File: src/rtl/asic_pkg.sv
// Shared types and constants for the ASIC register-page unlock detector
// and other CRTC port watchers.
package asic_pkg;

  typedef enum logic [1:0] {
    IDLE   = 2'd0,
    SYNC   = 2'd1,
    MATCH  = 2'd2,
    DECIDE = 2'd3
  } unlock_state_t;

  // CPC Plus unlock table as seen after the non-zero/zero sync pair, byte 0 in the MSBs.
  localparam int          PLUS_TABLE_LEN = 13;
  localparam logic [103:0] PLUS_TABLE    = {8'hFF, 8'h77, 8'hB3, 8'h51, 8'hA8, 8'hD4, 8'h62,
                                           8'h39, 8'h9C, 8'h46, 8'h2B, 8'h15, 8'h8A};

  localparam logic [7:0] ASIC_UNLOCK_BYTE = 8'hCD;
  localparam logic [7:0] CRTC_PORT_HI     = 8'hBC;

endpackage

File: src/rtl/io_wr_edge.sv
// Qualifies a CPU I/O write strobe: one accept per rising strobe edge when the
// upper address byte matches PORT_HI and the watcher is enabled.
module io_wr_edge #(
  parameter logic [7:0] PORT_HI = 8'hBC
) (
  input  logic       clk_sys,
  input  logic       reset_n,
  input  logic       enable,
  input  logic [7:0] addr_hi,
  input  logic [7:0] data_in,
  input  logic       io_wr,
  output logic       accept,
  output logic [7:0] data_q
);

  logic wr_q;

  // Tracks the strobe even while disabled, so a strobe already high on enable is ignored.
  always_ff @(posedge clk_sys or negedge reset_n) begin
    if (!reset_n) wr_q <= 1'b0;
    else          wr_q <= io_wr;
  end

  assign accept = io_wr && !wr_q && (addr_hi == PORT_HI) && enable;
  assign data_q = accept ? data_in : 8'h00;

endmodule

File: src/rtl/asic_unlock_seq.sv
// ASIC register-page lock/unlock sequence detector on the CRTC select port.
// Optional statistics outputs are built when ASIC_UNLOCK_STATS_EN is defined.
module asic_unlock_seq
  import asic_pkg::*;
#(
  parameter int                     MATCH_LEN   = 14,
  // Default table is the Plus table followed by one zero pad byte.
  parameter logic [MATCH_LEN*8-1:0] MATCH_SEQ   = {PLUS_TABLE, 8'h00},
  parameter logic [7:0]             UNLOCK_BYTE = ASIC_UNLOCK_BYTE,
  parameter logic [7:0]             PORT_HI     = CRTC_PORT_HI,
  parameter bit                     STICKY      = 1'b0
) (
  input  logic        clk_sys,
  input  logic        reset_n,
  input  logic        plus_mode,
  input  logic [15:0] cpu_addr,
  input  logic [7:0]  cpu_data_in,
  input  logic        cpu_io_wr,
  output logic        unlocked,
  output logic        unlock_pulse,
  output logic        lock_pulse,
  output logic        seq_busy,
  output logic [4:0]  seq_index
`ifdef ASIC_UNLOCK_STATS_EN
  ,
  output logic [15:0] attempt_cnt,
  output logic [4:0]  last_fail_idx
`endif
);

  if (MATCH_LEN < 1 || MATCH_LEN > 31) begin : g_bad_len
    $error("asic_unlock_seq: MATCH_LEN must be within 1..31");
  end

  localparam logic [4:0] LAST_IDX = 5'(MATCH_LEN - 1);

  unlock_state_t state_q;
  logic [4:0]    idx_q;
  logic          unlocked_q, unlock_pulse_q, lock_pulse_q;
  logic          accept;
  logic [7:0]    data;
  logic [7:0]    tbl [32];
  logic          unused_addr_lo;

  assign unused_addr_lo = ^cpu_addr[7:0];

  io_wr_edge #(.PORT_HI(PORT_HI)) u_wr_edge (
    .clk_sys (clk_sys),
    .reset_n (reset_n),
    .enable  (plus_mode),
    .addr_hi (cpu_addr[15:8]),
    .data_in (cpu_data_in),
    .io_wr   (cpu_io_wr),
    .accept  (accept),
    .data_q  (data)
  );

  // Unpack the table into a 32-entry lookup so the 5-bit index never runs off the end.
  for (genvar gi = 0; gi < 32; gi++) begin : g_tbl
    if (gi < MATCH_LEN) begin : g_used
      assign tbl[gi] = MATCH_SEQ[(MATCH_LEN-1-gi)*8 +: 8];
    end else begin : g_pad
      assign tbl[gi] = 8'h00;
    end
  end

  always_ff @(posedge clk_sys or negedge reset_n) begin
    if (!reset_n) begin
      state_q        <= IDLE;
      idx_q          <= 5'd0;
      unlocked_q     <= 1'b0;
      unlock_pulse_q <= 1'b0;
      lock_pulse_q   <= 1'b0;
    end else begin
      unlock_pulse_q <= 1'b0;
      lock_pulse_q   <= 1'b0;
      if (!plus_mode) begin
        state_q    <= IDLE;
        idx_q      <= 5'd0;
        unlocked_q <= 1'b0;
      end else if (accept) begin
        case (state_q)
          IDLE: if (data != 8'h00) state_q <= SYNC;
          SYNC: if (data == 8'h00) begin
            state_q <= MATCH;
            idx_q   <= 5'd0;
          end
          MATCH: begin
            if (data == tbl[idx_q]) begin
              if (idx_q == LAST_IDX) begin
                state_q <= DECIDE;
                idx_q   <= 5'd0;
              end else begin
                idx_q <= idx_q + 5'd1;
              end
            end else begin
              state_q <= (data == 8'h00) ? MATCH : SYNC;
              idx_q   <= 5'd0;
            end
          end
          DECIDE: begin
            if (data == UNLOCK_BYTE) begin
              unlocked_q     <= 1'b1;
              unlock_pulse_q <= !unlocked_q;
            end else if (!STICKY) begin
              unlocked_q   <= 1'b0;
              lock_pulse_q <= unlocked_q;
            end
            state_q <= (data != 8'h00) ? SYNC : IDLE;
            idx_q   <= 5'd0;
          end
          default: state_q <= IDLE;
        endcase
      end
    end
  end

  assign unlocked     = unlocked_q;
  assign unlock_pulse = unlock_pulse_q;
  assign lock_pulse   = lock_pulse_q;
  assign seq_busy     = (state_q != IDLE);
  assign seq_index    = idx_q;

`ifdef ASIC_UNLOCK_STATS_EN
  logic [15:0] attempt_cnt_q, attempt_cnt_d;
  logic [4:0]  last_fail_idx_q, last_fail_idx_d;
  logic        sync_to_match, match_fail;

  assign sync_to_match = accept && (state_q == SYNC) && (data == 8'h00);
  assign match_fail    = accept && (state_q == MATCH) && (data != tbl[idx_q]);

  always_comb begin
    attempt_cnt_d   = attempt_cnt_q;
    last_fail_idx_d = last_fail_idx_q;
    if (sync_to_match && attempt_cnt_q != 16'hFFFF) attempt_cnt_d = attempt_cnt_q + 16'd1;
    if (match_fail) last_fail_idx_d = idx_q;
  end

  always_ff @(posedge clk_sys or negedge reset_n) begin
    if (!reset_n) begin
      attempt_cnt_q   <= 16'd0;
      last_fail_idx_q <= 5'd0;
    end else begin
      attempt_cnt_q   <= attempt_cnt_d;
      last_fail_idx_q <= last_fail_idx_d;
    end
  end

  assign attempt_cnt   = attempt_cnt_q;
  assign last_fail_idx = last_fail_idx_q;
`endif

endmodule

File: config.mk
export PLATFORM = sky130hd
export DESIGN_NAME = asic_unlock_seq
export DESIGN_NICKNAME = d
export VERILOG_FILES = /design/src/rtl/asic_pkg.sv /design/src/rtl/io_wr_edge.sv /design/src/rtl/asic_unlock_seq.sv
export SDC_FILE = /design/constraint.sdc
export NUM_CORES = 1
export LEC_CHECK = 0
export BUFFER_PORTS_ARGS = -buffer_cell sky130_fd_sc_hd__buf_4
export CAP_MARGIN = 20
export CELL_PAD_IN_SITES_DETAIL_PLACEMENT = 1
export CELL_PAD_IN_SITES_GLOBAL_PLACEMENT = 1
export CORE_ASPECT_RATIO = 0.9
export CORE_MARGIN = 10
export CORE_UTILIZATION = 43
export CTS_BUF_LIST = sky130_fd_sc_hd__clkbuf_4 sky130_fd_sc_hd__clkbuf_8
export DETAILED_ROUTE_END_ITERATION = 16
export GPL_TIMING_DRIVEN = 0
export PLACE_DENSITY = 0.89
export REMOVE_ABC_BUFFERS = 1
export SLEW_MARGIN = 10
export SYNTH_ARGS = -nofsm -noshare
export SYNTH_HDL_FRONTEND = slang
export SYNTH_SLANG_ARGS = --single-unit
File: constraint.sdc
create_clock -name clk_sys -period 3.8 [get_ports clk_sys]
set_input_delay 0.38 -clock clk_sys [delete_from_list [all_inputs] [get_ports clk_sys]]
set_output_delay 0.38 -clock clk_sys [all_outputs]
set_load 0.03 [all_outputs]
==> flow_metrics.env <==
export IMPL_busiest_layer="met2"
export IMPL_die_y_um=71.84
export IMPL_synth_ff_type="dfrtp_1"
export IMPL_instances_no_fill=209
export IMPL_area_growth_pct=14.13
export IMPL_slew_headroom=0.4873
export IMPL_synth_seq_cells=11
export IMPL_synthesis_area_mm2=0.001284
export IMPL_crit_type="register to register"
export IMPL_fin_crit_sh=0.8131
export IMPL_slowest_delay_ns=0.59
export IMPL_num_rows=18
export IMPL_path_clk_slew_ns=0.07
export IMPL_cts_tree="built"
export IMPL_setup_viol=0
export IMPL_ys_types=50
export IMPL_place_gp_congestion=0.7773
export IMPL_worst_ep_required_time_ns=4.00
export IMPL_min_period_ns=3.090
export IMPL_track_usage=0.1322
export IMPL_synthXorXnorAreaFrac=0.02047
export IMPL_vias=1199
export IMPL_worst_path_max_fanout=12
export IMPL_yosys_warnings=0
export IMPL_timing_hold_worst_start="cpu_io_wr"
export IMPL_cts_buffers=3
export IMPL_hpwl_um=2897
export IMPL_crit_chain="inv_1 > ha_1 > o21ai_0 > a221o_1 > and3_2 > nor4_2 > nand4_2 > nor3_1 > mux2i_1"
export IMPL_reg2reg_slack_ns=0.71
export IMPL_mostFrequentLayoutCell="buf_4"
export IMPL_tightest_slew_ns=0.7691
export IMPL_synthAdderAreaFrac=0.06823
export IMPL_ant_nets=0
export IMPL_place_inst=203
export IMPL_dr_pass1_iters=4
export IMPL_die_area_mm2=0.005574
export IMPL_rsz0062_at_grt="false"
export IMPL_drt_iter0_markers=53
export IMPL_synth_seq_area_share=0.2144
export IMPL_mostFrequentLayoutCells="buf_4, nor2_1, dfrtp_1"
export IMPL_use_met2=0.2254
export IMPL_nets=205
export IMPL_wirelength_um=3719
export IMPL_start_kind="register"
export IMPL_diodes=0
export IMPL_r2r_start="seq_index[1]$_DFFE_PN0P_"
export IMPL_grtUsageMet1=0.1554
export IMPL_fill_cells=348
export IMPL_end_kind="register"
export IMPL_crit_slowest_cell="dfrtp_1"
export IMPL_hold_violations=0
export IMPL_drc=0
export IMPL_htreeDepth=1
export IMPL_r2r_end="state_q[0]$_DFFE_PN0P_"
export IMPL_cts_buffer_depth=2
export IMPL_arrival_ns=3.29
export IMPL_hold_path_class="input port to register"
export IMPL_insertion_delay_ns=0.28
export IMPL_vias_per_cell=5.737
export IMPL_cap_violations=0
export IMPL_synth_edf_count=0
export IMPL_ios=37
export IMPL_initial_core_util=0.4597
export IMPL_synth_top_family_by_area="simple AND/OR/NAND/NOR gates"
export IMPL_synthArstFlopShare=1.000
export IMPL_hold_end="u_wr_edge.wr_q$_DFF_PN0_"
export IMPL_final_layout_size_suffix_gt1_frac=0.2959
export IMPL_cp_top_family="simple AND/OR/NAND/NOR gates"
export IMPL_core_region_area_mm2=0.002793
export IMPL_synth_compound_area_frac=0.2154
export IMPL_avgSynthCellArea_um2=8.793
export IMPL_min_path_cells=1
export IMPL_grt_max_degree=26
export IMPL_power_density_mw_per_mm2=163.7
export IMPL_grt_pass1_vias=1264
export IMPL_die_width_um=77.60
export IMPL_muxShareOfSynthArea=0.06238
export IMPL_routedWlPerCell_um=17.79
export IMPL_startpoint="seq_index[1]$_DFFE_PN0P_"
export IMPL_grt_pass1_wl_um=6106
export IMPL_grt_ovfl_total=0
export IMPL_vdd_drop_max_mv=0.1352
export IMPL_io_buffers=28
export IMPL_cts_root_buf="clkbuf_4"
export IMPL_gr_usage_met3=0.04988
export IMPL_leakage_uw=0.0006438
export IMPL_setup_tns_final_ns=0
export IMPL_clock_sinks=11
export IMPL_synth_simple_area_share=0.3051
export IMPL_max_freq_ghz=0.3236
export IMPL_rr_worst_depth=9
export IMPL_status="finished clean"
export IMPL_synth_cells=146
export IMPL_clock_skew_ns=0.001295
export IMPL_drv_slew=0
export IMPL_path_buf_inv=1
export IMPL_antenna_found_initial=0
export IMPL_cts_resized=0
## cell families (layout without fill, tap and decap cells)
family	count (synthesis)	count (layout)
simple gates	61	61
compound gates	39	39
buf+inv	17	40
flops	11	11
mux	8	8
fa+ha+maj	7	7
xor+xnor	3	3
## cells in the mapped netlist, types with 2 or more instances
library cell  count  area (µm²)
nand3b_1          2       15.01
dfrtp_1          11       275.3
a31oi_1           2       12.51
buf_6             2       22.52
nor3_1            4       20.02
nor4_2            2       25.02
nor2_1           12       45.04
clkbuf_8          6       82.58
nand3_1           5       25.02
or2_2             3       18.77
a22o_1            6       52.55
or2b_2            3       26.28
a21oi_1           7       35.03
ha_1              7       87.58
nand2_1          10       37.54
and3_2            2       15.01
nand4_1           4       25.02
buf_4             2       15.01
inv_1             6       22.52
o21a_1            3       22.52
nor2b_1           3       18.77
mux2i_1           8       80.08
and2b_2           2       17.52
xor2_1            2       17.52
o21ai_0           7       35.03
## worst max-delay path by stage
| stage | depth (start not counted) | slack [ns] | end |
|---|---|---|---|
| after floorplan | 9 | 0.95 | state_q[0]$_DFFE_PN0P_ |
| after global placement | 8 | 0.65 | state_q[0]$_DFFE_PN0P_ |
| after detailed placement | 8 | 0.56 | state_q[0]$_DFFE_PN0P_ |
| after CTS | 7 | 0.67 | state_q[0]$_DFFE_PN0P_ |
| after global routing | 9 | 0.44 | state_q[0]$_DFFE_PN0P_ |
| final | 9 | 0.71 | state_q[0]$_DFFE_PN0P_ |
## where the power goes
| group | leakage (µW) | total, µW | switching, µW | internal (µW) |
|---|---|---|---|---|
| logic | 0.000474 | 32.7 | 15.5 | 17.2 |
| registers | 0.000151 | 118 | 0.198 | 118 |
| clock network | 0.0000184 | 89.4 | 41.5 | 47.9 |
| total | 0.000644 | 240 | 57.2 | 183 |
## registers in the layout (all words and copies together), names as in the netlist
name and flops:
unlock_pulse 1, lock_pulse 1, seq_index 5, u_wr_edge.wr_q 1, state_q 2, unlocked 1
## metal layers
layer | routed length, µm | share of wire
met1 | 1698 | 0.46
met2 | 1783 | 0.48
met3 | 193 | 0.052
met4 | 44 | 0.012
met5 | 0 | 0
## repair_timing
item	in CTS	in global routing
hold buffers	1	0
endpoints found under the setup margin	0	0
hold endpoints to repair	11	0
buffers inserted	0	0
## area by class of cell
| class | count | area (µm²) | area share |
|---|---|---|---|
| tap | 40 | 50.05 | 0.03416 |
| timing repair buffer | 30 | 225.2 | 0.1537 |
| clock buffer | 4 | 30.03 | 0.02050 |
| inverter | 6 | 22.52 | 0.01537 |
| sequential | 11 | 275.3 | 0.1879 |
| multi-input combinational | 118 | 862.1 | 0.5884 |
## metrics by stage
stage               hold WS [ns]  utilization  setup WS [ns]  power [µW]  area, µm²
floorplan                0.08441            -         0.9522       128.5       1160
global placement          0.2188       0.5085         0.6542       149.9       1420
detailed placement        0.2233       0.5085         0.5567       152.2       1420
CTS                       0.2112       0.5228         0.6682       242.8       1460
global route              0.1965       0.5246         0.4400       256.4       1465
finish                    0.2179       0.5246         0.7102       239.9       1465
(Power assumes the default switching activity.)
